[config.mk]
export PLATFORM = sky130hd
export DESIGN_NAME = seq_addsub
export DESIGN_NICKNAME = d
export VERILOG_FILES = /design/src/rtl/seq_addsub.sv
export SDC_FILE = /design/constraint.sdc
export NUM_CORES = 1
export LEC_CHECK = 0
export CAP_MARGIN = 20
export CORE_ASPECT_RATIO = 0.8
export CORE_MARGIN = 2
export CORE_UTILIZATION = 51
export CTS_CLUSTER_SIZE = 10
export DETAILED_ROUTE_END_ITERATION = 6
export PLACE_DENSITY = 0.86
export SKIP_CTS_REPAIR_TIMING = 1
export SLEW_MARGIN = 25
export SYNTH_ARGS = -nofsm -noshare
export SYNTH_HDL_FRONTEND = slang
export SYNTH_SLANG_ARGS = --single-unit
[constraint.sdc]
create_clock -name clk -period 3.09 [get_ports clk]
set_input_delay 0.4635 -clock clk [delete_from_list [all_inputs] [get_ports clk]]
set_output_delay 0.4635 -clock clk [all_outputs]
set_load 0.02 [all_outputs]
[src/rtl/seq_addsub.sv]
// Multi-cycle adder/subtractor that resolves CHUNK bits per clock with a registered carry.
// Optional macro ADDSUB_SAT_EN clamps the result to the signed limit when overflow occurs.
//
// state | meaning
// IDLE  | waiting for start, last result held on outputs
// RUN   | one chunk of the carry chain resolved per clock
// DONE  | result valid for one cycle, start accepted back-to-back
module seq_addsub #(
  parameter int WIDTH = 8,
  parameter int CHUNK = 2
) (
  input  logic             clk,
  input  logic             resetn,
  input  logic             start,
  input  logic             sub,
  input  logic [WIDTH-1:0] a,
  input  logic [WIDTH-1:0] b,
  output logic             busy,
  output logic             done,
  output logic [WIDTH-1:0] sum,
  output logic             cout,
  output logic             ovf,
  output logic             zero
);

  localparam int NCH = WIDTH / CHUNK;
  localparam int IW  = (NCH > 1) ? $clog2(NCH) : 1;
  localparam logic [IW-1:0] LAST = IW'(NCH - 1);

  if ((WIDTH < 2) || (CHUNK < 1) || (WIDTH % CHUNK != 0)) begin : g_param_check
    $error("seq_addsub: WIDTH must be >= 2 and a multiple of CHUNK");
  end

  typedef enum logic [1:0] {IDLE, RUN, DONE} state_t;

  state_t           state, state_nx;
  logic [WIDTH-1:0] op_a, op_b;
  logic             carry;
  logic [IW-1:0]    idx;
  logic [CHUNK-1:0] ca, cb;
  logic [CHUNK:0]   chunk_full;
  logic [WIDTH-1:0] sum_next, sum_final;
  logic             msb_cin, ovf_n, load, last;

  always_ff @(posedge clk or negedge resetn) begin
    if (!resetn) state <= IDLE;
    else         state <= state_nx;
  end

  always_comb begin
    state_nx = state;
    case (state)
      IDLE:    if (start) state_nx = RUN;
      RUN:     if (last)  state_nx = DONE;
      DONE:    state_nx = start ? RUN : IDLE;
      default: state_nx = IDLE;
    endcase
  end

  assign busy = (state == RUN);
  assign done = (state == DONE);
  assign load = start && (state != RUN);
  assign last = (idx == LAST);

  assign ca         = op_a[int'(idx) * CHUNK +: CHUNK];
  assign cb         = op_b[int'(idx) * CHUNK +: CHUNK];
  assign chunk_full = {1'b0, ca} + {1'b0, cb} + (CHUNK + 1)'(carry);

  // The MSB's own sum bit reveals its carry-in: s = a ^ b ^ cin.
  assign msb_cin = chunk_full[CHUNK-1] ^ op_a[WIDTH-1] ^ op_b[WIDTH-1];
  assign ovf_n   = msb_cin ^ chunk_full[CHUNK];

  always_comb begin
    sum_next = sum;
    sum_next[int'(idx) * CHUNK +: CHUNK] = chunk_full[CHUNK-1:0];
  end

`ifdef ADDSUB_SAT_EN
  // On overflow both operands share the sign, so op_a's MSB picks the limit.
  always_comb begin
    sum_final = sum_next;
    if (ovf_n)
      sum_final = op_a[WIDTH-1] ? {1'b1, {(WIDTH-1){1'b0}}} : {1'b0, {(WIDTH-1){1'b1}}};
  end
`else
  assign sum_final = sum_next;
`endif

  always_ff @(posedge clk or negedge resetn) begin
    if (!resetn) begin
      op_a  <= '0;
      op_b  <= '0;
      carry <= 1'b0;
      idx   <= '0;
      sum   <= '0;
      cout  <= 1'b0;
      ovf   <= 1'b0;
      zero  <= 1'b0;
    end else if (load) begin
      op_a  <= a;
      op_b  <= b ^ {WIDTH{sub}};
      carry <= sub;
      idx   <= '0;
    end else if (state == RUN) begin
      carry <= chunk_full[CHUNK];
      idx   <= idx + 1'b1;
      if (last) begin
        sum  <= sum_final;
        cout <= chunk_full[CHUNK];
        ovf  <= ovf_n;
        zero <= (sum_final == '0);
      end else begin
        sum  <= sum_next;
      end
    end
  end

endmodule

Word level (Yosys, flattened, before mapping). Index checks and enable logic that the tools add are counted.

Word-level logic and storage cells: 44. Output and inout bits: 13. Flip-flop bits (word level): 32. Input bits: 20.

Multiplexer cells: 9. Reduce and logical (&&, ||, !) cells: 7. Shift operators: 4. Add/sub/neg operators: 4. Bitwise gates (word level): 5. Eq/ne operators: 6.

Operators by type and width (number): $neg 3->33 (1); $shift 2x33->8 const A (1); $shiftx 2x33->8 (1); $shiftx 8x4->2 (2); $bwmux 8 (1); $logic_not 8->1 (1); $mux 2 (4); $xor 8x8->8 (1); $pmux 2 s3 (1); $eq 2x2->1 const B (2); $ne 2x1->1 const B (2); $reduce_and 2->1 (2); $add 2x2->3 (1); $add 3x1->3 (1); $mux 1 (3); $reduce_and 3->1 (1); $xor 1x1->1 (3); $add 2x1->2 const B (1); $eq 2x1->1 const B (1); $logic_not 2->1 (1); $ne 2x2->1 const B (1); $reduce_bool 2->1 (1); $logic_and 1x1->1 (1); $not 1->1 (1).

Longest topological paths before layout. Gate-level depths: netlist (run 1).

Depth after elaboration: 6. Mapped depth: 9. Gate-level depth less buffers: 8.

Least setup slack after synthesis (run 1). No wires, ideal clock.

Kind: register to register. Start: reg idx[0]. End: reg zero. Buffers on the path: 1. Path slack: 0.382 ns. Data required time: 2.964 ns. Stages on the path, launching flop included: 10. Clock period less this slack: 2.708 ns. Library setup time: 0.126 ns. Arrival: 2.581 ns. Cell sequence: dfrtp_1 -> buf_6 -> mux4_1 -> fa_1 -> inv_1 -> fa_1 -> nor4b_1 -> mux2i_1 -> nand4_1 -> o41ai_2.

Cells in the longest elaborated chain, start to end: 6. Elaborated cells on any way between the ends: 11. Classes of those cells: add/sub: 3; eq/ne: 1; shift: 4; mux: 1; reduce/logical: 2.

Ends and longest elaborated chain: start, declared (RTL line 39) `logic [IW-1:0] idx;`; start signal, assigned (RTL line 106) `idx <= idx + 1'b1;`; $shiftx 8x4->2, on equally long branches (RTL line 65, 66); $add 2x2->3 (RTL line 67) `assign chunk_full = {1'b0, ca} + {1'b0, cb} + (CHUNK + 1)'(carry);`; $add 3x1->3 (RTL line 67); $shiftx 2x33->8 (RTL line 75) `sum_next[int'(idx) * CHUNK +: CHUNK] = chunk_full[CHUNK-1:0];`; $bwmux 8 (RTL line 75); $logic_not 8->1 (RTL line 111) `zero <= (sum_final == '0);`; end signal, assigned (RTL line 111); end, declared (RTL line 23) `output logic zero`.

Several ways; a longest one is shown, not always the timed one. A chain may end at the register's enable or synchronous reset.

Worst setup path after layout (run 1). Same ends and word-level chain as after synthesis.

==> report_table.html, run 1 <==
<table>
<tr><th>Metric</th><th>Value</th></tr>
<tr><th colspan="2">Worst setup path</th></tr>
<tr><td>Critical path, cell by cell</td><td>mux4_1, fa_1, inv_1, fa_1, nor4b_1, mux2i_1, nand4_1, o41ai_2</td></tr>
<tr><td>WS Path Type</td><td>flip-flop to flip-flop</td></tr>
<tr><td>Worst EP arrival</td><td>3.01 ns</td></tr>
<tr><td>CP max FO</td><td>5</td></tr>
<tr><td>Startpoint types</td><td>flip-flop</td></tr>
<tr><td>Capturing element type of the critical path</td><td>flip-flop</td></tr>
<tr><td>Critical path data required time</td><td>3.25 ns</td></tr>
<tr><td>Cell with the most instances on the worst path</td><td>fa_1</td></tr>
<tr><td>Largest stage delay on the critical path</td><td>0.62 ns</td></tr>
<tr><td>Standard cell with the maximum stage delay on the critical path</td><td>mux4_1</td></tr>
<tr><td>Number of cell instances on the worst register-to-register path</td><td>8</td></tr>
<tr><th colspan="2">Die</th></tr>
<tr><td>Initial cell density of the core</td><td>54.6%</td></tr>
<tr><td>Die W</td><td>69.0 um</td></tr>
<tr><td>Area of the die</td><td>3860 um2</td></tr>
<tr><td>Row cnt</td><td>18</td></tr>
<tr><td>Top-level port count</td><td>33</td></tr>
<tr><td>Core region area</td><td>3150 um2</td></tr>
<tr><td>Height of the chip</td><td>56.0 um</td></tr>
<tr><th colspan="2">Clock tree</th></tr>
<tr><td>TritonCTS clock tree</td><td>done</td></tr>
<tr><td>Root cell of the clock tree</td><td>clkbuf_8</td></tr>
<tr><td>Num Clock Sinks</td><td>32</td></tr>
<tr><td>H-tree depth</td><td>2</td></tr>
<tr><td>Total clock buffers created by CTS</td><td>5</td></tr>
<tr><td>Worst-path clk slew</td><td>0.07 ns</td></tr>
<tr><td>Number of buffers on the longest clock path</td><td>2</td></tr>
<tr><td>Clock network latency to the later pin of the worst-skew pair</td><td>0.28 ns</td></tr>
<tr><th colspan="2">Timing</th></tr>
<tr><td>Worst slew margin</td><td>68.5%</td></tr>
<tr><td>Slew Limit Fails</td><td>0</td></tr>
<tr><td>Highest clock rate</td><td>0.351 GHz</td></tr>
<tr><td>Number of endpoints failing setup at the final stage</td><td>0</td></tr>
<tr><td>Setup repair after global routing missed its margin</td><td>false</td></tr>
<tr><td>Post-route clock period utilization</td><td>92.2%</td></tr>
<tr><td>Setup skew after layout</td><td>0.00830 ns</td></tr>
<tr><td>Final hold slack</td><td>0.482 ns</td></tr>
<tr><td>Slew at the pin closest to its max-slew limit</td><td>0.471 ns</td></tr>
<tr><td>Total negative slack for setup checks</td><td>0 ns</td></tr>
<tr><td>Min cycle time layout</td><td>2.85 ns</td></tr>
<tr><td>Final hold vios</td><td>0</td></tr>
<tr><th colspan="2">Yosys</th></tr>
<tr><td>Share of the synthesized area in the top cell type</td><td>46.5%</td></tr>
<tr><td>Leading cell types by count after synthesis</td><td>dfrtp_1, nand2_1, o21ai_0</td></tr>
<tr><td>Synth Cell Area</td><td>1720 um2</td></tr>
<tr><td>Number of library cell types mapped by synthesis</td><td>34</td></tr>
<tr><td>Async set-reset flop share out of synthesis</td><td>100%</td></tr>
<tr><td>Post-synthesis area per instance</td><td>11.1 um2</td></tr>
<tr><td>Number of synthesized register bits</td><td>32</td></tr>
<tr><td>Most frequent cell after synthesis</td><td>dfrtp_1</td></tr>
<tr><td>Syn. warnings</td><td>0</td></tr>
<tr><td>Dominant cells by area after synthesis</td><td>dfrtp_1, mux4_1, xnor2_1, o21ai_0, mux2_2</td></tr>
<tr><td>Main synth FF type</td><td>dfrtp_1</td></tr>
<tr><td>Dominant cell type by area after synthesis</td><td>dfrtp_1</td></tr>
<tr><td>Synth Instances</td><td>155</td></tr>
<tr><td>Portion of the post-synthesis area used by sequential elements</td><td>46.5%</td></tr>
<tr><td>Number of enable flip-flop cells after synthesis</td><td>0</td></tr>
<tr><td>Nets in the synthesized netlist</td><td>183</td></tr>
<tr><th colspan="2">Global route</th></tr>
<tr><td>Remaining global-route overflow</td><td>0</td></tr>
<tr><td>Maximum number of pins on one net before global-route repair</td><td>33</td></tr>
<tr><td>Wire length of the first global-routing pass</td><td>5340 um</td></tr>
<tr><td>Total routing resource utilization after global routing</td><td>19.0%</td></tr>
<tr><td>Number of antenna violations at the first check in global routing</td><td>0</td></tr>
<tr><td>Via count of the first global-routing pass</td><td>1156</td></tr>
<tr><th colspan="2">Detailed routing</th></tr>
<tr><td>Via density</td><td>5.40</td></tr>
<tr><td>Number of DRC violations after detailed routing</td><td>0</td></tr>
<tr><td>Count of nets left with antenna violations after detail routing</td><td>0</td></tr>
<tr><td>Detailed-routing wirelength on met1</td><td>1410 um</td></tr>
<tr><td>Iteration count of the initial detailed-routing pass</td><td>4</td></tr>
<tr><td>Total wirelength of the detailed-routed design</td><td>3220 um</td></tr>
<tr><td>Drt first-iter violations</td><td>41</td></tr>
<tr><td>Via total after detailed routing</td><td>1253</td></tr>
<tr><td>Detailed-routed wire length on met3</td><td>164 um</td></tr>
<tr><td>Uppermost metal layer occupied by signal nets</td><td>met4</td></tr>
<tr><td>Post-DR wirelength/cell</td><td>13.9 um</td></tr>
<tr><td>Wire length on met2</td><td>1620 um</td></tr>
<tr><th colspan="2">Finish</th></tr>
<tr><td>Final core utilization</td><td>69.8%</td></tr>
<tr><td>Final Non-Filler Cells</td><td>232</td></tr>
<tr><td>FILL cells</td><td>230</td></tr>
<tr><td>Count of inserted antenna diode cells</td><td>0</td></tr>
<tr><td>Growth of design area from synthesis to finish</td><td>27.7%</td></tr>
<tr><td>Fraction of final layout cells with drive strength greater than 1</td><td>13.0%</td></tr>
<tr><td>Final nets</td><td>219</td></tr>
<tr><th colspan="2">Job</th></tr>
<tr><td>Max_cap viols</td><td>0</td></tr>
<tr><th colspan="2">Power</th></tr>
<tr><td>P per Cell Area</td><td>1160 nW/um2</td></tr>
<tr><td>Peak ir drop on the vdd network</td><td>0.000603 V</td></tr>
<tr><td>P_leak</td><td>0.966 nW</td></tr>
<tr><th colspan="2">Place</th></tr>
<tr><td>Weighted congestion at the end of routability-driven global placement</td><td>0.873</td></tr>
<tr><td>Dpl hpwl</td><td>2470 um</td></tr>
<tr><td>Count of port buffers added during placement</td><td>32</td></tr>
<tr><td>Cell count after placement</td><td>224</td></tr>
<tr><th colspan="2">Status</th></tr>
<tr><td>Result of the run</td><td>completed</td></tr>
<tr><th colspan="2">Min path</th></tr>
<tr><td>Worst hold stages</td><td>2</td></tr>
<tr><td>Min-delay worst type</td><td>flip-flop to flip-flop</td></tr>
</table>
final cells by class:
| class | instances | area [um2] | share of cell area, % |
|---|---|---|---|
| multi-input combinational | 105 | 831 | 37.7 |
| sequential | 32 | 801 | 36.4 |
| clock buffer | 7 | 96.3 | 4.38 |
| clock inverter | 1 | 30.0 | 1.36 |
| tap | 40 | 50.0 | 2.27 |
| inverter | 12 | 50.0 | 2.27 |
| timing repair buffer | 35 | 343 | 15.6 |
flip-flops by register name (all words and copies together), names as in the netlist:
register and count:
sum 8, op_a 8, state 2, carry 1, zero 1, cout 1, idx 2, op_b 8
ovf 1
kinds of logic (layout without fill, tap and decap cells):
group | count (synthesis) | in the layout | share of synthesized area [%]
and+or+nand+nor | 44 | 44 | 13.9
DFF | 32 | 32 | 46.5
xor gates and xnor gates | 11 | 11 | 5.59
muxes | 15 | 15 | 13.1
buffers and inverters | 18 | 55 | 5.30
adders and majority gates | 8 | 8 | 6.68
AOI/OAI and AO/OA | 27 | 27 | 9.01
power breakdown:
group	total, W	internal [W]	switching [W]
clock network	0.000435	0.000284	0.000151
registers	0.000755	0.000611	0.000144
logic	0.00136	0.000657	0.000702
total	0.00255	0.00155	0.000997
path summary, 6_finish.rpt:
| path | from | end | slack (ns) |
|---|---|---|---|
| worst min register to register | op_b[5] | op_b[5] | 0.48 |
| worst min-delay path | op_b[5] | op_b[5] | 0.48 |
| max in group asynchronous | resetn | sum[6] | 2.22 |
| min in group asynchronous | resetn | sum[0] | 0.58 |
| worst max register to register | idx[0] | zero | 0.24 |
| worst max-delay path | idx[0] | zero | 0.24 |
worst max-delay path, delay by kind of cell, from the launching register on:
family	cells	cell delay (ns)
AND/OR/NAND/NOR	2	0.47
AO/OA/AOI/OAI	1	0.07
buffers and inverters	1	0.07
multiplexers	2	0.77
flip-flops	1	0.45
adder cells (fa/ha/maj)	2	0.89
stage by stage:
| step | area [um2] | power [W] | setup WS, ns |
|---|---|---|---|
| after global placement | 2070 | 0.00206 | 0.397 |
| after global routing | 2200 | 0.00273 | 0.0964 |
| final | 2200 | 0.00255 | 0.241 |
| after detailed placement | 2070 | 0.00213 | 0.258 |
| after floorplan | 1720 | 0.00175 | 0.382 |
| after CTS | 2200 | 0.00257 | 0.238 |
placed cells by master (no fill, tap or decap), types with 6 or more instances in the layout:
| cell | n |
|---|---|
| dfrtp_1 | 32 |
| clkdlybuf4s50_1 | 32 |
| nand2_1 | 24 |
| o21ai_0 | 18 |
| xnor2_1 | 11 |
| inv_1 | 10 |
| mux2_2 | 8 |
| clkbuf_8 | 7 |
| ha_1 | 6 |
routing by layer:
| metal | global-route usage, % | vias up |
|---|---|---|
| met5 | 0 | - |
| met4 | 4.20 | 0 |
| met3 | 7.29 | 3 |
| met2 | 30.8 | 35 |
| met1 | 24.1 | 608 |
| li1 | - | 607 |
Note: power is estimated with default switching activity, not from simulation.
==> inputs of run 2 (changes only) <==
--- a/config.mk
+++ b/config.mk
@@ -7,11 +7,12 @@
 export LEC_CHECK = 0
 export CAP_MARGIN = 20
 export CORE_ASPECT_RATIO = 0.8
-export CORE_MARGIN = 2
-export CORE_UTILIZATION = 51
+export CORE_MARGIN = 4
+export CORE_UTILIZATION = 57
+export CTS_BUF_LIST = sky130_fd_sc_hd__clkbuf_2 sky130_fd_sc_hd__clkbuf_4 sky130_fd_sc_hd__clkbuf_8
 export CTS_CLUSTER_SIZE = 10
 export DETAILED_ROUTE_END_ITERATION = 6
-export PLACE_DENSITY = 0.86
+export PLACE_DENSITY = 0.94
 export SKIP_CTS_REPAIR_TIMING = 1
 export SLEW_MARGIN = 25
 export SYNTH_ARGS = -nofsm -noshare
==> constraint.sdc (replaced) <==
create_clock -name clk -period 3.4 [get_ports clk]
set_input_delay 0.51 -clock clk [delete_from_list [all_inputs] [get_ports clk]]
set_output_delay 0.51 -clock clk [all_outputs]
set_load 0.02 [all_outputs]
==> report_table.html, run 2 (synthesis gave the netlist of run 1 again) <==
<table>
<tr><th>Metric</th><th>Value</th></tr>
<tr><th colspan="2">Status</th></tr>
<tr><td>Result of the run</td><td>completed</td></tr>
<tr><th colspan="2">Finish</th></tr>
<tr><td>Registers with the most flip-flops</td><td>op_a x8, op_b x8, sum x8</td></tr>
<tr><td>FILL cells</td><td>192 (-17%)</td></tr>
<tr><td>Growth of design area from synthesis to finish</td><td>25.6%</td></tr>
<tr><td>Commonest cells after routing, fill and taps aside</td><td>dfrtp_1, clkdlybuf4s50_1, nand2_1, o21ai_0, xnor2_1</td></tr>
<tr><td>Area used by multi-input combinational logic</td><td>831 um2 (unchanged)</td></tr>
<tr><td>Register area</td><td>801 um2 (unchanged)</td></tr>
<tr><td>Fraction of final layout cells with drive strength greater than 1</td><td>13.0% (unchanged)</td></tr>
<tr><td>Final nets</td><td>219 (unchanged)</td></tr>
<tr><td>Count of inserted antenna diode cells</td><td>0 (unchanged)</td></tr>
<tr><td>Final core utilization</td><td>76.5% (+6.7 points)</td></tr>
<tr><th colspan="2">Worst setup path</th></tr>
<tr><td>Capturing element type of the critical path</td><td>flip-flop</td></tr>
<tr><td>Startpoint types</td><td>flip-flop</td></tr>
<tr><td>CP max FO</td><td>5 (unchanged)</td></tr>
<tr><td>Critical path data required time</td><td>3.57 ns (+0.32 ns)</td></tr>
<tr><td>Worst EP arrival</td><td>2.96 ns (-0.05 ns)</td></tr>
<tr><td>Reg-to-Reg Start</td><td>idx[0]</td></tr>
<tr><td>WS Path Type</td><td>flip-flop to flip-flop</td></tr>
<tr><td>Launch point of the worst path</td><td>idx[0]</td></tr>
<tr><th colspan="2">Clock tree</th></tr>
<tr><td>Worst-path clk slew</td><td>0.07 ns (about the same)</td></tr>
<tr><td>TritonCTS clock tree</td><td>done</td></tr>
<tr><td>Num Clock Sinks</td><td>32 (unchanged)</td></tr>
<tr><td>Root cell of the clock tree</td><td>clkbuf_8</td></tr>
<tr><td>Total clock buffers created by CTS</td><td>5 (unchanged)</td></tr>
<tr><td>Clock network latency to the later pin of the worst-skew pair</td><td>0.29 ns (about the same)</td></tr>
<tr><td>Number of buffers on the longest clock path</td><td>2 (unchanged)</td></tr>
<tr><td>H-tree depth</td><td>2 (unchanged)</td></tr>
<tr><th colspan="2">Timing</th></tr>
<tr><td>Slew Limit Fails</td><td>0 (unchanged)</td></tr>
<tr><td>Minimum setup slack in the final design</td><td>0.617 ns (+0.376 ns)</td></tr>
<tr><td>Final hold vios</td><td>0 (unchanged)</td></tr>
<tr><td>Highest clock rate</td><td>0.359 GHz (+2.4%)</td></tr>
<tr><td>Min cycle time layout</td><td>2.78 ns (-0.0656 ns)</td></tr>
<tr><td>Worst slew margin</td><td>66.3% (-2.2 points)</td></tr>
<tr><td>Post-route clock period utilization</td><td>81.9% (-10 points)</td></tr>
<tr><td>Setup repair after global routing missed its margin</td><td>false</td></tr>
<tr><td>Slew at the pin closest to its max-slew limit</td><td>0.504 ns (+0.0332 ns)</td></tr>
<tr><td>Number of endpoints failing setup at the final stage</td><td>0 (unchanged)</td></tr>
<tr><td>Setup skew after layout</td><td>0.00571 ns (-0.00259 ns)</td></tr>
<tr><td>Total negative slack for setup checks</td><td>0 ns (unchanged)</td></tr>
<tr><th colspan="2">Global route</th></tr>
<tr><td>Maximum number of pins on one net before global-route repair</td><td>33 (unchanged)</td></tr>
<tr><td>Wire length of the first global-routing pass</td><td>6240 um (+17%)</td></tr>
<tr><td>Highest-utilization routing layer at the global route stage</td><td>met2</td></tr>
<tr><td>Number of antenna violations at the first check in global routing</td><td>0 (unchanged)</td></tr>
<tr><td>Via count of the first global-routing pass</td><td>1360 (+18%)</td></tr>
<tr><td>Met3 track demand over resource in global routing</td><td>4.93% (-2.4 points)</td></tr>
<tr><td>Total routing resource utilization after global routing</td><td>20.1% (+1.0 points)</td></tr>
<tr><td>GR Layer Usage met2</td><td>37.2% (+6.5 points)</td></tr>
<tr><td>Remaining global-route overflow</td><td>0 (unchanged)</td></tr>
<tr><td>Grt met1 use</td><td>22.4% (-1.7 points)</td></tr>
<tr><th colspan="2">Job</th></tr>
<tr><td>Max_cap viols</td><td>0 (unchanged)</td></tr>
<tr><th colspan="2">Min path</th></tr>
<tr><td>Startpoint of the most critical hold path</td><td>cout</td></tr>
<tr><td>Min-delay worst type</td><td>flip-flop to flip-flop</td></tr>
<tr><th colspan="2">Die</th></tr>
<tr><td>Core region area</td><td>2830 um2 (-10%)</td></tr>
<tr><td>Die W</td><td>69.5 um (+0.70%)</td></tr>
<tr><td>Area of the die</td><td>3970 um2 (+2.8%)</td></tr>
<tr><td>Initial cell density of the core</td><td>60.9% (+6.3 points)</td></tr>
<tr><td>Height of the chip</td><td>57.2 um (+2.1%)</td></tr>
<tr><td>Row cnt</td><td>17 (-1)</td></tr>
<tr><td>Top-level port count</td><td>33 (unchanged)</td></tr>
<tr><th colspan="2">Place</th></tr>
<tr><td>Count of port buffers added during placement</td><td>32 (unchanged)</td></tr>
<tr><td>Weighted congestion at the end of routability-driven global placement</td><td>0.863 (-1.2%)</td></tr>
<tr><td>Dpl ws</td><td>0.630 ns (+0.372 ns)</td></tr>
<tr><td>Dpl hpwl</td><td>2710 um (+9.9%)</td></tr>
<tr><th colspan="2">Detailed routing</th></tr>
<tr><td>Count of nets left with antenna violations after detail routing</td><td>0 (unchanged)</td></tr>
<tr><td>Total wirelength of the detailed-routed design</td><td>3540 um (+9.9%)</td></tr>
<tr><td>Via density</td><td>5.45 (+0.87%)</td></tr>
<tr><td>Post-DR wirelength/cell</td><td>15.4 um (+11%)</td></tr>
<tr><td>Drt first-iter violations</td><td>46 (+12%)</td></tr>
<tr><td>Number of DRC violations after detailed routing</td><td>0 (unchanged)</td></tr>
<tr><td>Iteration count of the initial detailed-routing pass</td><td>7 (+3)</td></tr>
<tr><td>Via total after detailed routing</td><td>1253 (unchanged)</td></tr>
<tr><th colspan="2">Power</th></tr>
<tr><td>P_leak</td><td>0.953 nW (-1.4%)</td></tr>
<tr><td>Portion of total power attributed to the clock network</td><td>13.4% (-3.7 points)</td></tr>
<tr><td>Peak ir drop on the vdd network</td><td>0.000620 V (+2.7%)</td></tr>
<tr><td>Seq pwr share</td><td>30.2% (+0.6 points)</td></tr>
<tr><td>Sw frac</td><td>41.4% (+2.3 points)</td></tr>
<tr><td>Cell Int Power</td><td>0.00132 W (-15%)</td></tr>
<tr><td>P per Cell Area</td><td>1040 nW/um2 (-10%)</td></tr>
<tr><td>Share of power burned in combinational logic</td><td>56.4% (+3.1 points)</td></tr>
<tr><td>Switching power summed over all nets</td><td>0.000930 W (-6.7%)</td></tr>
</table>
==> run 2: per-layer routing <==
layer  up-vias  part of all wire [%]
li1        605                     -
met1       608                    40
met2        33                    54
met3         7                   5.0
met4         0                   1.4
met5         -                     0
==> run 2: power by group through the flow <==
stage / clock network, W / registers, W / logic, W
finish: 0.000302 / 0.000677 / 0.00127
global route: 0.000322 / 0.000703 / 0.00141
CTS: 0.000303 / 0.000678 / 0.00128
detailed placement: 0 / 0.000684 / 0.00127
global placement: 0 / 0.000669 / 0.00120
floorplan: 0 / 0.000708 / 0.000883
==> run 2: final timing paths <==
kind / endpoint / slack, ns / depth (start not counted)
setup / recovery: zero / 0.62 / 8
hold / removal: cout / 0.48 / 2
setup reg to reg: zero / 0.62 / 8
hold reg to reg: cout / 0.48 / 2
max in group asynchronous: ovf / 2.48 / 2
min in group asynchronous: sum[1] / 0.62 / 2
==> run 2: stage by stage <==
step	cell area, um2	std cells	power, W	hold WS [ns]
2_1_floorplan	1720	155	0.00159	0.214
3_3_place_gp	2070	222	0.00187	0.460
3_5_place_dp	2070	222	0.00195	0.469
4_1_cts	2160	230	0.00226	0.483
5_1_grt	2160	230	0.00244	0.526
6_report	2160	230	0.00225	0.479
==> run 2: cell type report <==
type / instances / share of cell area [%]
Clock inverter: 2 / 0.462
Timing Repair Buffer: 35 / 15.8
Clock buffer: 6 / 3.82
Tap cell: 38 / 2.20
Sequential cell: 32 / 37.0
Inverter: 12 / 2.31
Multi-Input combinational cell: 105 / 38.4
==> run 2: worst max-delay path, stage by stage, from the launching register on <==
cell and delay, ns:
dfrtp_1 0.41, mux4_1 0.60, fa_1 0.40, inv_1 0.08, fa_1 0.51, nor4b_1 0.32
mux2i_1 0.15, nand4_1 0.13, o41ai_2 0.06
==> inputs of run 3 (changes only) <==
--- a/config.mk
+++ b/config.mk
@@ -8,11 +8,11 @@
 export CAP_MARGIN = 20
 export CORE_ASPECT_RATIO = 0.8
 export CORE_MARGIN = 4
-export CORE_UTILIZATION = 57
+export CORE_UTILIZATION = 53
 export CTS_BUF_LIST = sky130_fd_sc_hd__clkbuf_2 sky130_fd_sc_hd__clkbuf_4 sky130_fd_sc_hd__clkbuf_8
 export CTS_CLUSTER_SIZE = 10
 export DETAILED_ROUTE_END_ITERATION = 6
-export PLACE_DENSITY = 0.94
+export PLACE_DENSITY = 0.88
 export SKIP_CTS_REPAIR_TIMING = 1
 export SLEW_MARGIN = 25
 export SYNTH_ARGS = -nofsm -noshare
==> constraint.sdc (replaced) <==
create_clock -name clk -period 2.9 [get_ports clk]
set_input_delay 0.435 -clock clk [delete_from_list [all_inputs] [get_ports clk]]
set_output_delay 0.435 -clock clk [all_outputs]
set_load 0.02 [all_outputs]
==> report_table.html, run 3 (synthesis gave the netlist of run 1 again) <==
<table>
<tr><th>Metric</th><th>Value</th></tr>
<tr><th colspan="2">Clock tree</th></tr>
<tr><td>Total clock buffers created by CTS</td><td>5 (unchanged)</td></tr>
<tr><td>Number of buffers on the longest clock path</td><td>2 (unchanged)</td></tr>
<tr><td>Clock network latency to the later pin of the worst-skew pair</td><td>0.28 ns (about the same)</td></tr>
<tr><td>TritonCTS clock tree</td><td>done</td></tr>
<tr><td>Root cell of the clock tree</td><td>clkbuf_8</td></tr>
<tr><td>Worst-path clk slew</td><td>0.06 ns (about the same)</td></tr>
<tr><td>H-tree depth</td><td>2 (unchanged)</td></tr>
<tr><td>Num Clock Sinks</td><td>32 (unchanged)</td></tr>
<tr><th colspan="2">Timing</th></tr>
<tr><td>Post-route clock period utilization</td><td>95.6% (+14 points)</td></tr>
<tr><td>Total negative slack for setup checks</td><td>0 ns (unchanged)</td></tr>
<tr><td>Slew Limit Fails</td><td>0 (unchanged)</td></tr>
<tr><td>Highest clock rate</td><td>0.361 GHz (+0.36%)</td></tr>
<tr><td>Slew at the pin closest to its max-slew limit</td><td>0.473 ns (-0.0307 ns)</td></tr>
<tr><td>Worst slew margin</td><td>68.3% (+2.1 points)</td></tr>
<tr><td>Number of endpoints failing setup at the final stage</td><td>0 (unchanged)</td></tr>
<tr><td>Final hold vios</td><td>0 (unchanged)</td></tr>
<tr><td>Setup repair after global routing missed its margin</td><td>false</td></tr>
<tr><td>Min cycle time layout</td><td>2.77 ns (-0.0100 ns)</td></tr>
<tr><td>Setup skew after layout</td><td>0.00254 ns (-0.00317 ns)</td></tr>
<tr><th colspan="2">Power</th></tr>
<tr><td>Portion of total power attributed to the clock network</td><td>13.7% (+0.3 points)</td></tr>
<tr><td>P_leak</td><td>0.955 nW (+0.21%)</td></tr>
<tr><td>Share of power burned in combinational logic</td><td>56.0% (-0.4 points)</td></tr>
<tr><td>Sw frac</td><td>40.3% (-1.1 points)</td></tr>
<tr><td>Peak ir drop on the vdd network</td><td>0.000561 V (-9.5%)</td></tr>
<tr><td>Cell Int Power</td><td>0.00157 W (+19%)</td></tr>
<tr><td>Switching power summed over all nets</td><td>0.00106 W (+14%)</td></tr>
<tr><td>P per Cell Area</td><td>1210 nW/um2 (+17%)</td></tr>
<tr><td>Seq pwr share</td><td>30.3% (about the same)</td></tr>
<tr><th colspan="2">Place</th></tr>
<tr><td>Weighted congestion at the end of routability-driven global placement</td><td>0.850 (-1.5%)</td></tr>
<tr><td>Dpl hpwl</td><td>2520 um (-7.2%)</td></tr>
<tr><td>Count of port buffers added during placement</td><td>32 (unchanged)</td></tr>
<tr><td>Cell count after placement</td><td>224 (+0.90%)</td></tr>
<tr><td>Total cell area at the placement stage</td><td>2070 um2 (+0.12%)</td></tr>
<tr><th colspan="2">Finish</th></tr>
<tr><td>FILL cells</td><td>223 (+16%)</td></tr>
<tr><td>Most frequent standard cell in the layout excluding fill and tap cells</td><td>clkdlybuf4s50_1</td></tr>
<tr><td>Growth of design area from synthesis to finish</td><td>26.4%</td></tr>
<tr><td>Fraction of final layout cells with drive strength greater than 1</td><td>14.1% (+1.0 points)</td></tr>
<tr><td>Registers with the most flip-flops</td><td>op_a x8, op_b x8, sum x8</td></tr>
<tr><td>Commonest cells after routing, fill and taps aside</td><td>clkdlybuf4s50_1, dfrtp_1, nand2_1, o21ai_0, xnor2_1</td></tr>
<tr><td>Final Non-Filler Cells</td><td>232 (+0.87%)</td></tr>
<tr><td>Final nets</td><td>219 (unchanged)</td></tr>
<tr><td>Count of inserted antenna diode cells</td><td>0 (unchanged)</td></tr>
<tr><td>Post-route cell area</td><td>2180 um2 (+0.64%)</td></tr>
<tr><th colspan="2">Worst setup path</th></tr>
<tr><td>CP max FO</td><td>5 (unchanged)</td></tr>
<tr><td>Capturing element type of the critical path</td><td>flip-flop</td></tr>
<tr><td>WS Path Type</td><td>flip-flop to flip-flop</td></tr>
<tr><td>Startpoint types</td><td>flip-flop</td></tr>
<tr><td>Worst EP arrival</td><td>2.94 ns (-0.02 ns)</td></tr>
<tr><td>Critical path data required time</td><td>3.06 ns (-0.51 ns)</td></tr>
<tr><th colspan="2">Status</th></tr>
<tr><td>Result of the run</td><td>completed</td></tr>
<tr><th colspan="2">Detailed routing</th></tr>
<tr><td>Via density</td><td>5.34 (-2.0%)</td></tr>
<tr><td>Via total after detailed routing</td><td>1238 (-1.2%)</td></tr>
<tr><td>Drt first-iter violations</td><td>41 (-11%)</td></tr>
<tr><td>Number of DRC violations after detailed routing</td><td>0 (unchanged)</td></tr>
<tr><td>Total wirelength of the detailed-routed design</td><td>3390 um (-4.2%)</td></tr>
<tr><td>Post-DR wirelength/cell</td><td>14.6 um (-5.1%)</td></tr>
<tr><td>Iteration count of the initial detailed-routing pass</td><td>4 (-3)</td></tr>
<tr><td>Count of nets left with antenna violations after detail routing</td><td>0 (unchanged)</td></tr>
<tr><th colspan="2">Global route</th></tr>
<tr><td>Remaining global-route overflow</td><td>0 (unchanged)</td></tr>
<tr><td>Total routing resource utilization after global routing</td><td>18.1% (-1.9 points)</td></tr>
<tr><td>Via count of the first global-routing pass</td><td>1321 (-2.9%)</td></tr>
<tr><td>Number of antenna violations at the first check in global routing</td><td>0 (unchanged)</td></tr>
<tr><td>Maximum number of pins on one net before global-route repair</td><td>33 (unchanged)</td></tr>
<tr><td>Wire length of the first global-routing pass</td><td>5780 um (-7.3%)</td></tr>
<tr><th colspan="2">Min path</th></tr>
<tr><td>Min-delay worst type</td><td>flip-flop to flip-flop</td></tr>
<tr><th colspan="2">Die</th></tr>
<tr><td>Die W</td><td>71.7 um (+3.3%)</td></tr>
<tr><td>Initial cell density of the core</td><td>55.4% (-5.5 points)</td></tr>
<tr><td>Core region area</td><td>3110 um2 (+9.9%)</td></tr>
<tr><td>Top-level port count</td><td>33 (unchanged)</td></tr>
<tr><td>Area of the die</td><td>4230 um2 (+6.6%)</td></tr>
<tr><td>Row cnt</td><td>18 (+1)</td></tr>
<tr><td>Height of the chip</td><td>59.0 um (+3.2%)</td></tr>
<tr><th colspan="2">Job</th></tr>
<tr><td>Max_cap viols</td><td>0 (unchanged)</td></tr>
</table>
[run 3: changes by cell type in the layout (fill, tap and decap cells not counted), sizes merged]
cell    before  now
clkbuf       6    8
clkinv       4    2
[run 3: routing by layer]
metal / up-vias / GRT usage (%) / share of wire, %
met5: - / 0 / 0
met4: 0 / 8.04 / 1.5
met3: 6 / 6.61 / 6.1
met2: 36 / 31.8 / 51
met1: 595 / 19.9 / 41
li1: 601 / - / -
[run 3: critical path, stage by stage, from the launching register on]
cell and delay [ns]:
dfrtp_2 0.42, mux4_1 0.59, fa_1 0.40, inv_1 0.07
fa_1 0.50, nor4b_1 0.32, mux2i_1 0.16, nand4_1 0.13
o41ai_2 0.06
[run 3: final timing paths]
| check | startpoint | endpoint | slack [ns] | depth (start not counted) |
|---|---|---|---|---|
| setup / recovery | idx[0] | zero | 0.13 | 8 |
| hold / removal | op_b[1] | op_b[1] | 0.49 | 2 |
| setup reg to reg | idx[0] | zero | 0.13 | 8 |
| hold reg to reg | op_b[1] | op_b[1] | 0.49 | 2 |
| max in group asynchronous | resetn | idx[0] | 2.02 | 2 |
| min in group asynchronous | resetn | sum[3] | 0.56 | 2 |
[run 3: cell type report]
class	count	area, um2	area share (%)
tap	40	50.0	2.30
multi-input combinational	105	836	38.4
sequential	32	802	36.8
clock buffer	8	97.6	4.48
timing repair buffer	35	343	15.7
inverter	12	50.0	2.30
[run 3: power by group through the flow]
stage               registers [W]  clock network (W)  logic [W]
global placement         0.000793                  0    0.00140
detailed placement       0.000805                  0    0.00145
CTS                      0.000800           0.000370    0.00146
finish                   0.000799           0.000361    0.00147
floorplan                0.000830                  0    0.00104
global route             0.000826           0.000392    0.00163
[run 3: through the flow]
step,worst slack [ns],power (W),utilization (%),hold WS (ns)
2_1_floorplan,0.192,0.00187,-,0.139
3_3_place_gp,0.210,0.00219,66.7,0.462
3_5_place_dp,0.114,0.00226,66.7,0.472
4_1_cts,0.0973,0.00263,69.9,0.486
5_1_grt,0.0527,0.00284,70.1,0.515
6_report,0.127,0.00263,70.1,0.485
